### config.mk
export PLATFORM = sky130hd
export DESIGN_NAME = fir3_mac_core
export DESIGN_NICKNAME = d
export VERILOG_FILES = /design/src/rtl/fir3_mac_core.sv
export SDC_FILE = /design/constraint.sdc
export NUM_CORES = 1
export LEC_CHECK = 0
export ABC_AREA = 1
export CAP_MARGIN = 10
export CORE_MARGIN = 2
export CORE_UTILIZATION = 45
export CTS_BUF_LIST = sky130_fd_sc_hd__clkbuf_8
export DETAILED_ROUTE_END_ITERATION = 10
export GPL_ROUTABILITY_DRIVEN = 0
export RECOVER_POWER = 50
export SLEW_MARGIN = 10
export SYNTH_ARGS = -nofsm -noshare
export SYNTH_HDL_FRONTEND = slang
export SYNTH_SLANG_ARGS = --single-unit
### constraint.sdc
create_clock -name clk -period 10.3 [get_ports clk]
set_input_delay 2.06 -clock clk [delete_from_list [all_inputs] [get_ports clk]]
set_output_delay 2.06 -clock clk [all_outputs]
set_load 0.03 [all_outputs]
### src/rtl/fir3_mac_core.sv
// 3-tap FIR datapath and controller: one shared multiplier evaluates
// y = h0*x[n] + h1*x[n-1] + h2*x[n-2] over three MAC cycles per accepted sample.
module fir3_mac_core #(
  parameter int unsigned DATAWIDTH     = 16,
  parameter int unsigned PRODUCT_WIDTH = 2 * DATAWIDTH
) (
  input  logic                     clk,
  input  logic                     rst,
  input  logic [DATAWIDTH-1:0]     x_in,
  input  logic                     x_valid,
  output logic                     x_ready,
  input  logic [DATAWIDTH-1:0]     h0,
  input  logic [DATAWIDTH-1:0]     h1,
  input  logic [DATAWIDTH-1:0]     h2,
  output logic [PRODUCT_WIDTH-1:0] y_out,
  output logic                     ld_y,
  output logic                     busy
);

  typedef enum logic [2:0] {IDLE, MAC0, MAC1, MAC2, DONE} state_t;

  state_t state_q, state_d;

  logic signed [DATAWIDTH-1:0] x0_q, x1_q, x2_q;
  logic signed [DATAWIDTH-1:0] h0_q, h1_q, h2_q;
  logic signed [DATAWIDTH-1:0] mul_a, mul_b;
  logic [PRODUCT_WIDTH-1:0]    acc_q, prod, mac_sum;
  logic                        accept;

  // Shared signed multiplier; accumulation wraps modulo 2^PRODUCT_WIDTH
  assign prod    = PRODUCT_WIDTH'(mul_a) * PRODUCT_WIDTH'(mul_b);
  assign mac_sum = acc_q + prod;

  always_ff @(posedge clk) begin
    if (rst) state_q <= IDLE;
    else     state_q <= state_d;
  end

  always_comb begin
    state_d = state_q;
    accept  = 1'b0;
    mul_a   = h2_q;
    mul_b   = x2_q;
    case (state_q)
      IDLE: begin
        if (x_valid && x_ready) begin
          accept  = 1'b1;
          state_d = MAC0;
        end
      end
      MAC0: begin
        mul_a   = h0_q;
        mul_b   = x0_q;
        state_d = MAC1;
      end
      MAC1: begin
        mul_a   = h1_q;
        mul_b   = x1_q;
        state_d = MAC2;
      end
      MAC2:    state_d = DONE;
      DONE:    state_d = IDLE;
      default: state_d = IDLE;
    endcase
  end

  // Delay line and coefficient latches move only on an accepted sample
  always_ff @(posedge clk) begin
    if (rst) begin
      x0_q <= '0;
      x1_q <= '0;
      x2_q <= '0;
      h0_q <= '0;
      h1_q <= '0;
      h2_q <= '0;
    end else if (accept) begin
      x2_q <= x1_q;
      x1_q <= x0_q;
      x0_q <= x_in;
      h0_q <= h0;
      h1_q <= h1;
      h2_q <= h2;
    end
  end

  always_ff @(posedge clk) begin
    if (rst) begin
      acc_q <= '0;
      y_out <= '0;
    end else begin
      case (state_q)
        MAC0:    acc_q <= prod;
        MAC1:    acc_q <= mac_sum;
        MAC2:    y_out <= mac_sum;
        default: ;
      endcase
    end
  end

  // Handshake/status outputs are registered from the next state
  always_ff @(posedge clk) begin
    if (rst) begin
      x_ready <= 1'b1;
      busy    <= 1'b0;
      ld_y    <= 1'b0;
    end else begin
      x_ready <= (state_d == IDLE);
      busy    <= (state_d != IDLE);
      ld_y    <= (state_d == DONE);
    end
  end

endmodule

==> run metrics, run 1 <==
initial core utilization 0.454; proportion of synthesized area in mux cells 0; Cells after Synth 2548; CTS resizes 0; WL final 53500 µm; Die Span Y 210 µm; Slowest cell on crit path nor4_1; final setup violation count 0; antenna violations before repair 0; P_int 2.43 mW; Worst Path Required 10680 ps; FF-to-FF path depth 36; LEAKAGE 10.6 nW; Worst-path clk slew 100 ps; Slew HR -2.21; Clock Power Share 0.080; register area share after synthesis 0.175; CP arrival 9970 ps; syn_nets 2993; Yosys reg bits 166; Post-synth top cells inv_1 (531), nand2_1 (440), nor2_1 (334), fa_1 (263), dfxtp_1 (166); vias in the first global route 17200; PnR Total Power 5.74 mW; Port Buffer Count 101; failing checks capacitance limit, slew limit; Critical Path Source state_q[0]; HPWL Detailed 43800 µm; nets 3055; Slew @ Worst Pin 4820 ps; GRT Overall Usage 0.258; RSZ-0062 raised after global routing no; TritonCTS buffer count 17; share of Yosys cell area claimed by the top area cell type 0.277; detailed-route DRC error count 0; clk sinks 166; drt first pass iters 7; first-pass GRT wire length 90100 µm; share of layout cells above drive strength 1 0.0473; CTS tree built; fin crit period 9600 ps; Post-CTS Setup Bufs 0; Crit Path Category reg -> reg; endpoint class of the critical path register; top cell type by total area after synthesis fa_1; clock skew 22.8 ps; Tcrit/Tclk final 0.932; switching power of the nets 3.31 mW; Synth area leaders fa_1 (28%), dfxtp_1 (17%), inv_1 (10%); setup TNS 0 ps; htree depth 4; row count 75; Starting DRT DRC Count 1171; power per cell area 275 nW/µm²; hold_buf cts 0; Vias 16500; clock tree buffer depth 2; Synth Area in XOR/XNOR 0.0157; status complete, but fails checks; post-synthesis compound-gate area fraction 0.134; Post-Synthesis Cell Area 19000 µm²; DIE WIDTH 210 µm; number of flops mapped to enable cells by yosys 0; combinational family with the most area after synthesis adder cells; CTS Root Buffer Type clkbuf_8; area grow syn2layout 9.74%; CP max stage delay 610 ps; Core Box Area 41900 µm²; Post-DRT Antenna Nets 0; Unique masters post-synth 50; Post-synth top flop dfxtp_1; WL per Instance 16.9 µm; GRT overflow 0; Final Max Tran Viols 127; simple-gate area share of the yosys netlist 0.194; vias per cell 5.21; CP startpoint kind register; worst hold-check path type reg -> reg; most frequent cell after synthesis inv_1; Setup crit end acc_q[24]; Antenna Cells 0; worst IR drop on VDD 0.000153 V; terminus of the critical flop-to-flop path acc_q[24]; Post-Synth Adder-Cell Area 0.353; Syn. warnings 0; largest net degree at the start of global routing 127; HP Start h0_q[8]; Sw Ratio 0.576; Gate power share 0.779; max cap viols 1; Synth async-reset ratio 0; worst skew pair latency 520 ps; Syn Area/Cell 7.46 µm²; I/O pins 102; FF-to-FF setup slack 700 ps; r2r startpoint state_q[0]; f_max 104 MHz; Die ar. 43900 µm²; final hold vios 0; sequential power share 0.141; Crit Path Max Fanout 29
-- state kept, by name, summed over array words and instances, names as in the netlist --
| name | flops |
|---|---|
| x_ready | 1 |
| h0_q | 16 |
| h1_q | 16 |
| h2_q | 16 |
| acc_q | 32 |
| x1_q | 16 |
| x0_q | 16 |
| busy | 1 |
| x2_q | 16 |
| ld_y | 1 |
| state_q | 3 |
| y_out | 32 |
-- per-layer routing --
| layer | track usage | up-vias | routed length [µm] |
|---|---|---|---|
| met3 | 0.0340 | 101 | 2700 |
| met1 | 0.353 | 7939 | 24500 |
| met4 | 0.0809 | 0 | 1560 |
| met5 | 0 | - | 0 |
| met2 | 0.428 | 493 | 24800 |
| li1 | - | 7940 | - |
-- placed cells by master (no fill, tap or decap), types with 23 or more instances in the layout --
cell type,count
inv_1,531
o22ai_1,28
dlygate4sd3_1,37
inv_2,23
nand2_1,440
a21oi_1,147
fa_1,263
nand3_1,76
ha_1,115
dfxtp_1,166
o21ai_0,158
xor2_1,27
nor2_1,334
clkdlybuf4s50_1,64
-- power groups by stage --
stage	Combinational, mW	Clock [mW]	Sequential [mW]
finish	4.47	0.459	0.810
global route	5.07	0.495	0.822
CTS	4.44	0.473	0.810
detailed placement	4.36	0	0.824
global placement	4.36	0	0.821
floorplan	3.18	0	0.827
-- cell type report --
| type | instances | area, µm² |
|---|---|---|
| clock buffer | 19 | 262 |
| clock inverter | 13 | 111 |
| fill | 4203 | 21000 |
| inverter | 557 | 2090 |
| multi-input combinational | 1747 | 13200 |
| sequential | 166 | 3320 |
| tap | 539 | 674 |
| timing repair buffer | 121 | 1160 |
-- through the flow --
step	setup WS [ps]	hold WS [ps]	util	instance area, µm²	cells
after floorplan	2920	425	-	19000	2548
after global placement	895	443	0.490	20500	3130
after detailed placement	931	448	0.490	20500	3130
after CTS	838	462	0.499	20900	3162
after global routing	32.9	476	0.499	20900	3162
final	705	459	0.499	20900	3162
-- how the worst min path moves through the flow --
stage,to,cells past startpoint
6_report,h0_q[8],2
5_1_grt,h0_q[8],2
4_1_cts,h0_q[3],2
3_5_place_dp,h0_q[3],2
3_3_place_gp,h0_q[10],2
2_1_floorplan,h1_q[11],2
-- worst max-delay path, delay by kind of cell, from the launching register on --
family / cells / cell delay, ps
buffers and inverters: 10 / 1710
xor gates and xnor gates: 1 / 270
AOI/OAI and AO/OA: 3 / 700
DFF: 1 / 360
adders and majority gates: 8 / 3650
and+or+nand+nor: 14 / 2730
-- cell families after synthesis --
kind of cell    after synthesis
simple gates                913
xor+xnor                     34
flops                       166
fa+ha+maj                   378
compound gates              422
buf+inv                     635
No activity file was read; power rests on OpenSTA's default activity.
==> run 2: changes to the inputs <==
==> constraint.sdc (replaced) <==
create_clock -name clk -period 10.3 [get_ports clk]
set_input_delay 2.575 -clock clk [delete_from_list [all_inputs] [get_ports clk]]
set_output_delay 2.575 -clock clk [all_outputs]
set_load 0.03 [all_outputs]
==> results of run 2 <==
Same layout as run 1: the final DEF is identical, and so are final timing and power.
==> run 3: changes to the inputs <==
--- a/config.mk
+++ b/config.mk
@@ -9,3 +9,3 @@
 export CAP_MARGIN = 10
-export CORE_MARGIN = 2
+export CORE_MARGIN = 4
 export CORE_UTILIZATION = 45
==> constraint.sdc (replaced) <==
create_clock -name clk -period 10.3 [get_ports clk]
set_input_delay 1.545 -clock clk [delete_from_list [all_inputs] [get_ports clk]]
set_output_delay 1.545 -clock clk [all_outputs]
set_load 0.03 [all_outputs]
==> run metrics, run 3 (same netlist as run 1, synthesis figures left out) <==
hold_buf cts 0 (unchanged); power per cell area 276 nW/µm² (+0.31%); Worst-path clk slew 90 ps (about the same); Slew @ Worst Pin 3140 ps (-1680 ps); CP arrival 10000 ps (+30 ps); status complete, but fails checks; worst hold-check path type reg -> reg; area grow syn2layout 9.84% (about the same); WL per Instance 16.8 µm (-0.97%); detailed-route DRC error count 0 (unchanged); share of layout cells above drive strength 1 0.0461 (-0.00113); Core Box Area 41900 µm² (unchanged); Post-DRT Antenna Nets 0 (unchanged); clock tree buffer depth 2 (unchanged); f_max 103 MHz (-1.2%); worst IR drop on VDD 0.000162 V (+6.2%); RSZ-0062 raised after global routing no; GRT met3 Usage 0.0358 (+0.00188); worst skew pair latency 500 ps (-20 ps); clk sinks 166 (unchanged); WL final 53000 µm (-0.97%); CTS tree built; Die ar. 45600 µm² (+3.9%); final hold vios 0 (unchanged); vias per cell 5.17 (-0.69%); Tcrit/Tclk final 0.943 (+0.0115); GRT overflow 0 (unchanged); Final Max Tran Viols 151 (+19%); clock skew 19.4 ps (-3.46 ps); CTS resizes 0 (unchanged); row count 75 (unchanged); GRT Overall Usage 0.244 (-0.0139); CP max stage delay 650 ps (+40 ps); setup TNS 0 ps (unchanged); failing checks capacitance limit, slew limit; CP startpoint kind register; busiest grt layer met2; GR met2 Demand/Resource 0.406 (-0.0220); Slew HR -1.09 (+1.12); endpoint class of the critical path register; largest net degree at the start of global routing 107 (-16%); Slowest cell on crit path inv_4; final core occ 0.499 (about the same); CP most frequent cell inv_1; Die Span Y 214 µm (+1.9%); fin crit period 9710 ps (+119 ps); Worst Path Required 10580 ps (-100 ps); Crit Path Max Fanout 33 (+14%); most frequent cells in the layout inv_1 (531), nand2_1 (440), nor2_1 (334); I/O pins 102 (unchanged); commonest non-fill, non-tap cell in the layout inv_1; PnR Total Power 5.76 mW (+0.40%); CTS Root Buffer Type clkbuf_8; TritonCTS buffer count 17 (unchanged); final setup violation count 0 (unchanged); initial core utilization 0.454 (unchanged); DIE WIDTH 214 µm (+1.9%); Vias 16400 (-0.69%); max cap viols 3 (+2); Regs by FF count acc_q: 32 flops, y_out: 32 flops; Crit Path Category reg -> reg; first-pass GRT wire length 89000 µm (-1.3%); nets 3054 (-0.033%); drt first pass iters 6 (-1); LEAKAGE 10.6 nW (about the same); vias in the first global route 17100 (-0.59%); grt met1 use 0.335 (-0.0180); Starting DRT DRC Count 1011 (-14%); Post-CTS Setup Bufs 0 (unchanged); Port Buffer Count 101 (unchanged); HPWL Detailed 43800 µm (about the same); htree depth 4 (unchanged); antenna violations before repair 0 (unchanged)
## run 3: cell count changes in the layout (fill, tap and decap cells not counted), sizes merged
| cell | delta |
|---|---|
| clkdlybuf4s50 | +1 |
| diode | +1 |
| bufinv | +1 |
| inv | +1 |
| clkinv | -3 |
| buf | -2 |
| clkbuf | +2 |
| dlygate4sd3 | -1 |
## run 3: stage by stage
stage | std cells | hold slack [ps] | setup slack [ps] | instance area, µm²
2_1_floorplan | 2548 | 425 | 2920 | 19000
3_3_place_gp | 3129 | 436 | 883 | 20500
3_5_place_dp | 3129 | 444 | 807 | 20500
4_1_cts | 3161 | 457 | 732 | 20900
5_1_grt | 3161 | 475 | 135 | 20900
6_report | 3162 | 456 | 586 | 20900
## run 3: final cells by class
type / count / area (µm²)
antenna: 1 / 2.50
clock buffer: 20 / 275
clock inverter: 12 / 129
fill: 4183 / 21000
inverter: 557 / 2090
multi-input combinational: 1747 / 13200
sequential: 166 / 3320
tap: 539 / 674
timing repair buffer: 120 / 1150
## run 3: per-layer routing
| layer | up-vias | part of all wire | routed length (µm) |
|---|---|---|---|
| met3 | 92 | 0.050 | 2670 |
| li1 | 7945 | - | - |
| met4 | 0 | 0.028 | 1500 |
| met1 | 7850 | 0.45 | 24000 |
| met2 | 472 | 0.47 | 24800 |
| met5 | - | 0 | 0 |
## run 3: path summary, 6_finish.rpt
| path | startpoint | to | slack, ps | cells past startpoint |
|---|---|---|---|---|
| worst min-delay path | h0_q[9] | h0_q[9] | 460 | 2 |
| worst max-delay path | state_q[0] | acc_q[18] | 590 | 38 |
| worst max register to register | state_q[0] | acc_q[18] | 590 | 38 |
| worst min register to register | h0_q[9] | h0_q[9] | 460 | 2 |
## run 3: critical path, delay by kind of cell, from the launching register on
kind            cells  cell delay, ps
fa+ha+maj           8            3800
flops               1             420
compound gates      4            1090
simple gates       15            2360
buf+inv            11            1780
## run 3: power by group
part           switching, mW  internal, mW  leakage (nW)
clock                  0.271         0.218         0.201
sequential            0.0582         0.752          1.36
combinational           2.97          1.49          8.99
==> variant 1 (settings of run 1) <==
Change the parameter `DATAWIDTH` from 16 to 20.
--- a/src/rtl/fir3_mac_core.sv
+++ b/src/rtl/fir3_mac_core.sv
@@ -1,7 +1,7 @@
 // 3-tap FIR datapath and controller: one shared multiplier evaluates
 // y = h0*x[n] + h1*x[n-1] + h2*x[n-2] over three MAC cycles per accepted sample.
 module fir3_mac_core #(
-  parameter int unsigned DATAWIDTH     = 16,
+  parameter int unsigned DATAWIDTH     = 20,
   parameter int unsigned PRODUCT_WIDTH = 2 * DATAWIDTH
 ) (
   input  logic                     clk,
Ports: changed (5 resized); port bits go from 102 to 126. The function was not compared with the original's and may differ.
==> variant 1 against run 1 <==
Synthesized cell count is 41% higher; non-clock buffer count is 68 higher; synthesized area is 40% higher; setup slack worse by 0.14 ns; critical path type unchanged; cell area is 41% higher; the flow still finishes with violations (max-capacitance violations, max-slew violations); sequential cell count is 40 higher; routed wire length is 58% higher; highest routed layer unchanged.
Power is not shown: default switching activity piles up to over one toggle a cycle in this logic, so the estimate is an artifact.
==> variant 1: results (changes against run 1) <==
| Metric | Value |
|---|---|
| Final cell count without fillers | 4496 (+42%) |
| Largest cells by area after synthesis | fa_1 (32%), dfxtp_1 (15%), inv_1 (11%) |
| Worst-case clock buffer depth | 3 (+1) |
| Hold path startpoint | x2_q[2]$_SDFFE_PP0P_ |
| Max-Cap Viols | 2 (+1) |
| Worst slew pin tran | 3.30 ns (-1.52 ns) |
| Failing checks | max-capacitance violations, max-slew violations |
| Clk slew on worst S/H paths | 0.07 ns (-0.03 ns) |
| GR Util All Layers | 28.6% (+2.8 points) |
| Post-synthesis cell type count | 42 (-16%) |
| Port Buffers | 125 (+24%) |
| Worst Hold Path EP | x2_q[2]$_SDFFE_PP0P_ |
| CP arrival | 10.26 ns (+0.29 ns) |
| Top Registers | acc_q: 40 flops, y_out: 40 flops |
| Final setup margin | 0.564 ns (-0.141 ns) |
| CP Max Fanout | 12 (-59%) |
| 1st-iter DRT viols | 2093 (+79%) |
| Routed vias | 23.5k (+43%) |
| Initial antenna violation count | 1 (+1) |
| XOR/XNOR Fraction of Synth Area | 1.41% (-0.15 points) |
| Layout cells sized above 1 | 4.67% (-0.053 points) |
| Status | finished with violations |
| DR WL/cell | 18.9 um (+11%) |
| Final hold slack | 0.456 ns (-0.00355 ns) |
| DP Wirelength | 69600 um (+59%) |
| Vias in the first global route | 24.0k (+39%) |
| Final nets | 4351 (+42%) |
| Finished Cell Area | 29500 um^2 (+41%) |
| Clk_skew | 0.0209 ns (-0.00189 ns) |
| Most frequent cells after synthesis | inv_1 (748), nand2_1 (670), nor2_1 (509), fa_1 (421), dfxtp_1 (206) |
| Clk Latency, worst-skew pair | 0.63 ns (+0.11 ns) |
| Largest net degree at the start of global routing | 122 (-3.9%) |
| Syn Nets | 4253 (+42%) |
| DP Area | 28900 um^2 (+41%) |
| Pins over their slew limit | 130 (+2.4%) |
| Place WS | 0.518 ns (-0.413 ns) |
==> variant 1: timing repair <==
item	CTS	global route
setup buffers	0	2
hold buffers	0	0
endpoints found under the setup margin	0	9
resized for setup	0	2
==> variant 1: critical path: cells and delay by family (launching register included) <==
family	cells	cell delay [ns]
AO/OA/AOI/OAI	3	1.03
flip-flops	1	0.35
buffers and inverters	8	1.20
adder cells (fa/ha/maj)	9	4.34
AND/OR/NAND/NOR	18	2.66
==> variant 1: layout make-up <==
type / count / share of cell area [%]
Antenna cell: 1 / 0.00848
Sequential cell: 206 / 14.0
Clock inverter: 16 / 0.348
Tap cell: 773 / 3.28
Timing Repair Buffer: 189 / 5.97
Clock buffer: 39 / 1.82
Multi-Input combinational cell: 2501 / 64.8
Inverter: 771 / 9.83
==> variant 1: layer usage <==
layer  global-route usage, %  wire length [um]
met1                    40.1             37300
met2                    45.9             37800
met3                    3.40              6400
met4                    9.97              3290
met5                       0                 0
==> variant 2 (config.mk and constraints of run 1) <==
Without the edit above. Reset style: asynchronous (`rst`), changed in 4 clocked blocks.
--- a/src/rtl/fir3_mac_core.sv
+++ b/src/rtl/fir3_mac_core.sv
@@ -31,7 +31,7 @@
   assign prod    = PRODUCT_WIDTH'(mul_a) * PRODUCT_WIDTH'(mul_b);
   assign mac_sum = acc_q + prod;
 
-  always_ff @(posedge clk) begin
+  always_ff @(posedge clk or posedge rst) begin
     if (rst) state_q <= IDLE;
     else     state_q <= state_d;
   end
@@ -65,7 +65,7 @@
   end
 
   // Delay line and coefficient latches move only on an accepted sample
-  always_ff @(posedge clk) begin
+  always_ff @(posedge clk or posedge rst) begin
     if (rst) begin
       x0_q <= '0;
       x1_q <= '0;
@@ -83,7 +83,7 @@
     end
   end
 
-  always_ff @(posedge clk) begin
+  always_ff @(posedge clk or posedge rst) begin
     if (rst) begin
       acc_q <= '0;
       y_out <= '0;
@@ -98,7 +98,7 @@
   end
 
   // Handshake/status outputs are registered from the next state
-  always_ff @(posedge clk) begin
+  always_ff @(posedge clk or posedge rst) begin
     if (rst) begin
       x_ready <= 1'b1;
       busy    <= 1'b0;
Check against the original RTL: differs if rst is asserted again (counterexample within 4 cycles, from zero or initial values and one cycle with rst high); with rst held inactive, the same outputs for 4 cycles.
==> variant 2 against run 1 <==
The run still ends with max-capacitance violations, max-slew violations left; synthesized area up 3.1%; critical path depth unchanged; non-clock buffer count down 5; setup slack better by 0.13 ns; synthesized cell count down 1.8%; via count down 1.3%; routed wire length up 1.8%; cell area up 3.3%; sequential cell count unchanged; first-iteration DRC count down 4.4%; critical path type unchanged; critical endpoint is now acc_q[26]$_DFFE_PP0N_; highest routed layer unchanged.
Power is not shown: default switching activity piles up to over one toggle a cycle in this logic, so the estimate is an artifact.
==> variant 2: results (changes against run 1) <==
| Metric | Value |
|---|---|
| Hold Path Depth | 2 (unchanged) |
| Crit path from | state_q[0]$_DFF_PP0_ |
| Port Buffers | 101 (unchanged) |
| Antenna cells | 0 (unchanged) |
| First-pass GRT wire length | 91500 um (+1.5%) |
| Largest cells by area after synthesis | fa_1 (27%), dfrtp_1 (21%), nand2_1 (12%) |
| Vias in the first global route | 17.5k (+1.5%) |
| Worst Hold Path EP | y_out[2]$_DFFE_PP0P_ |
| Reg2reg start | state_q[0]$_DFF_PP0_ |
| Root buf cell | clkbuf_8 |
| Largest net degree at the start of global routing | 114 (-10%) |
| Synth Flop Type | dfrtp_1 |
| Max-Cap Viols | 3 (+2) |
| Critical path's top delay family | adder cells |
| Drt pass-1 iters | 5 (-2) |
| DR WL/cell | 17.2 um (+1.4%) |
| H-tree Lvls | 4 (unchanged) |
| R2R cell count | 36 (unchanged) |
| Top Registers | acc_q: 32 flops, y_out: 32 flops |
| GR Util All Layers | 26.2% (+0.38 points) |
| CP arrival | 9.89 ns (-0.08 ns) |
| Clk_skew | 0.0154 ns (-0.00740 ns) |
| Setup Buffers After CTS | 0 (unchanged) |
| Syn Nets | 2948 (-1.5%) |
| Synth warn | 0 (unchanged) |
| Vias per Instance | 5.12 (-1.8%) |
| Post-synthesis cell type count | 50 (unchanged) |
| Status | finished with violations |
| Sequential area share after synthesis | 21.2% (+3.7 points) |
| CP max stage cell | a21oi_1 |
| FILL cells | 4278 (+1.8%) |
| Hold Path Class | register to register |
| Clk slew on worst S/H paths | 0.10 ns (about the same) |
| Worst-case clock buffer depth | 2 (unchanged) |
| Final nets | 3023 (-1.0%) |
| Most frequent cells after synthesis | nand2_1 (637), inv_1 (481), fa_1 (263), nor2_1 (238), dfrtp_1 (165) |
| Failing checks | max-capacitance violations, max-slew violations |
| Num CTS Buffers | 17 (unchanged) |
| Clk Latency, worst-skew pair | 0.55 ns (+0.03 ns) |
| Crit path largest cell delay | 0.93 ns (+0.32 ns) |
| Worst R2R Setup Slack | 0.83 ns (+0.13 ns) |
| CP Max Fanout | 34 (+17%) |
| Initial antenna violation count | 0 (unchanged) |
| Setup crit end | acc_q[26]$_DFFE_PP0N_ |
| Asr flop ratio synth | 100% (+100 points) |
| Starting Density | 45.5% (+0.086 points) |
| Hold path startpoint | y_out[2]$_DFFE_PP0P_ |
| Pins over their slew limit | 258 (+100%) |
| EDFF count, synth | 0 (unchanged) |
| DP Wirelength | 44400 um (+1.3%) |
| Layout cells sized above 1 | 5.29% (+0.56 points) |
| Slew margin rel. | -182% (+40 points) |
| 1st-iter DRT viols | 1120 (-4.4%) |
## variant 2: cell count changes in the layout (fill, tap and decap cells not counted), sizes merged, moves of 40 or more
cell and delta:
nand2 +201, dfxtp -166, dfrtp +165, nor2 -95, a21oi -88, nand3 +61
o21ai -54, inv -40
## variant 2: cell families (layout without fill, tap and decap cells)
| kind of cell | count (synthesis) | count (layout) | synth area share (%) |
|---|---|---|---|
| simple gates | 1095 | 1095 | 23.2 |
| xor+xnor | 26 | 26 | 1.20 |
| compound gates | 263 | 263 | 8.66 |
| buf+inv | 575 | 663 | 11.5 |
| fa+ha+maj | 378 | 378 | 34.2 |
| flops | 166 | 166 | 21.2 |
## variant 2: cell type report
class	count	area, um^2	share of cell area (%)
multi-input combinational	1762	13200	61.2
sequential	166	4160	19.3
inverter	515	1940	8.98
timing repair buffer	116	1110	5.16
tap	585	732	3.39
clock buffer	19	262	1.21
clock inverter	13	159	0.737
## variant 2: repair_timing
action / CTS / global route
hold endpoints to repair: 0 / 0
setup endpoints to repair: 0 / 2
gates resized for setup: 0 / 1
## variant 2: metal layers
layer,GRT usage [%],routed length [um],up-vias
li1,-,-,7778
met1,34.9,24300,7938
met2,43.3,25600,437
met3,4.02,2580,102
met4,10.0,2010,0
met5,0,0,-
## variant 2: metrics by stage
step                cell area [um^2]  util, %  std cells  hold WS (ns)  setup slack, ns
floorplan                      19600        -       2503         0.442             3.13
detailed placement             21200     49.1       3144         0.462            0.725
CTS                            21600     50.1       3176         0.491            0.671
finish                         21600     50.1       3176         0.481            0.833
global placement               21200     49.1       3144         0.458            0.786
global route                   21600     50.1       3176         0.509            0.114
## variant 2: tightest hold or removal path: cells and delay by family (launching register included)
kind	cells	cell delay, ns
flops	1	0.35
simple gates	2	0.10
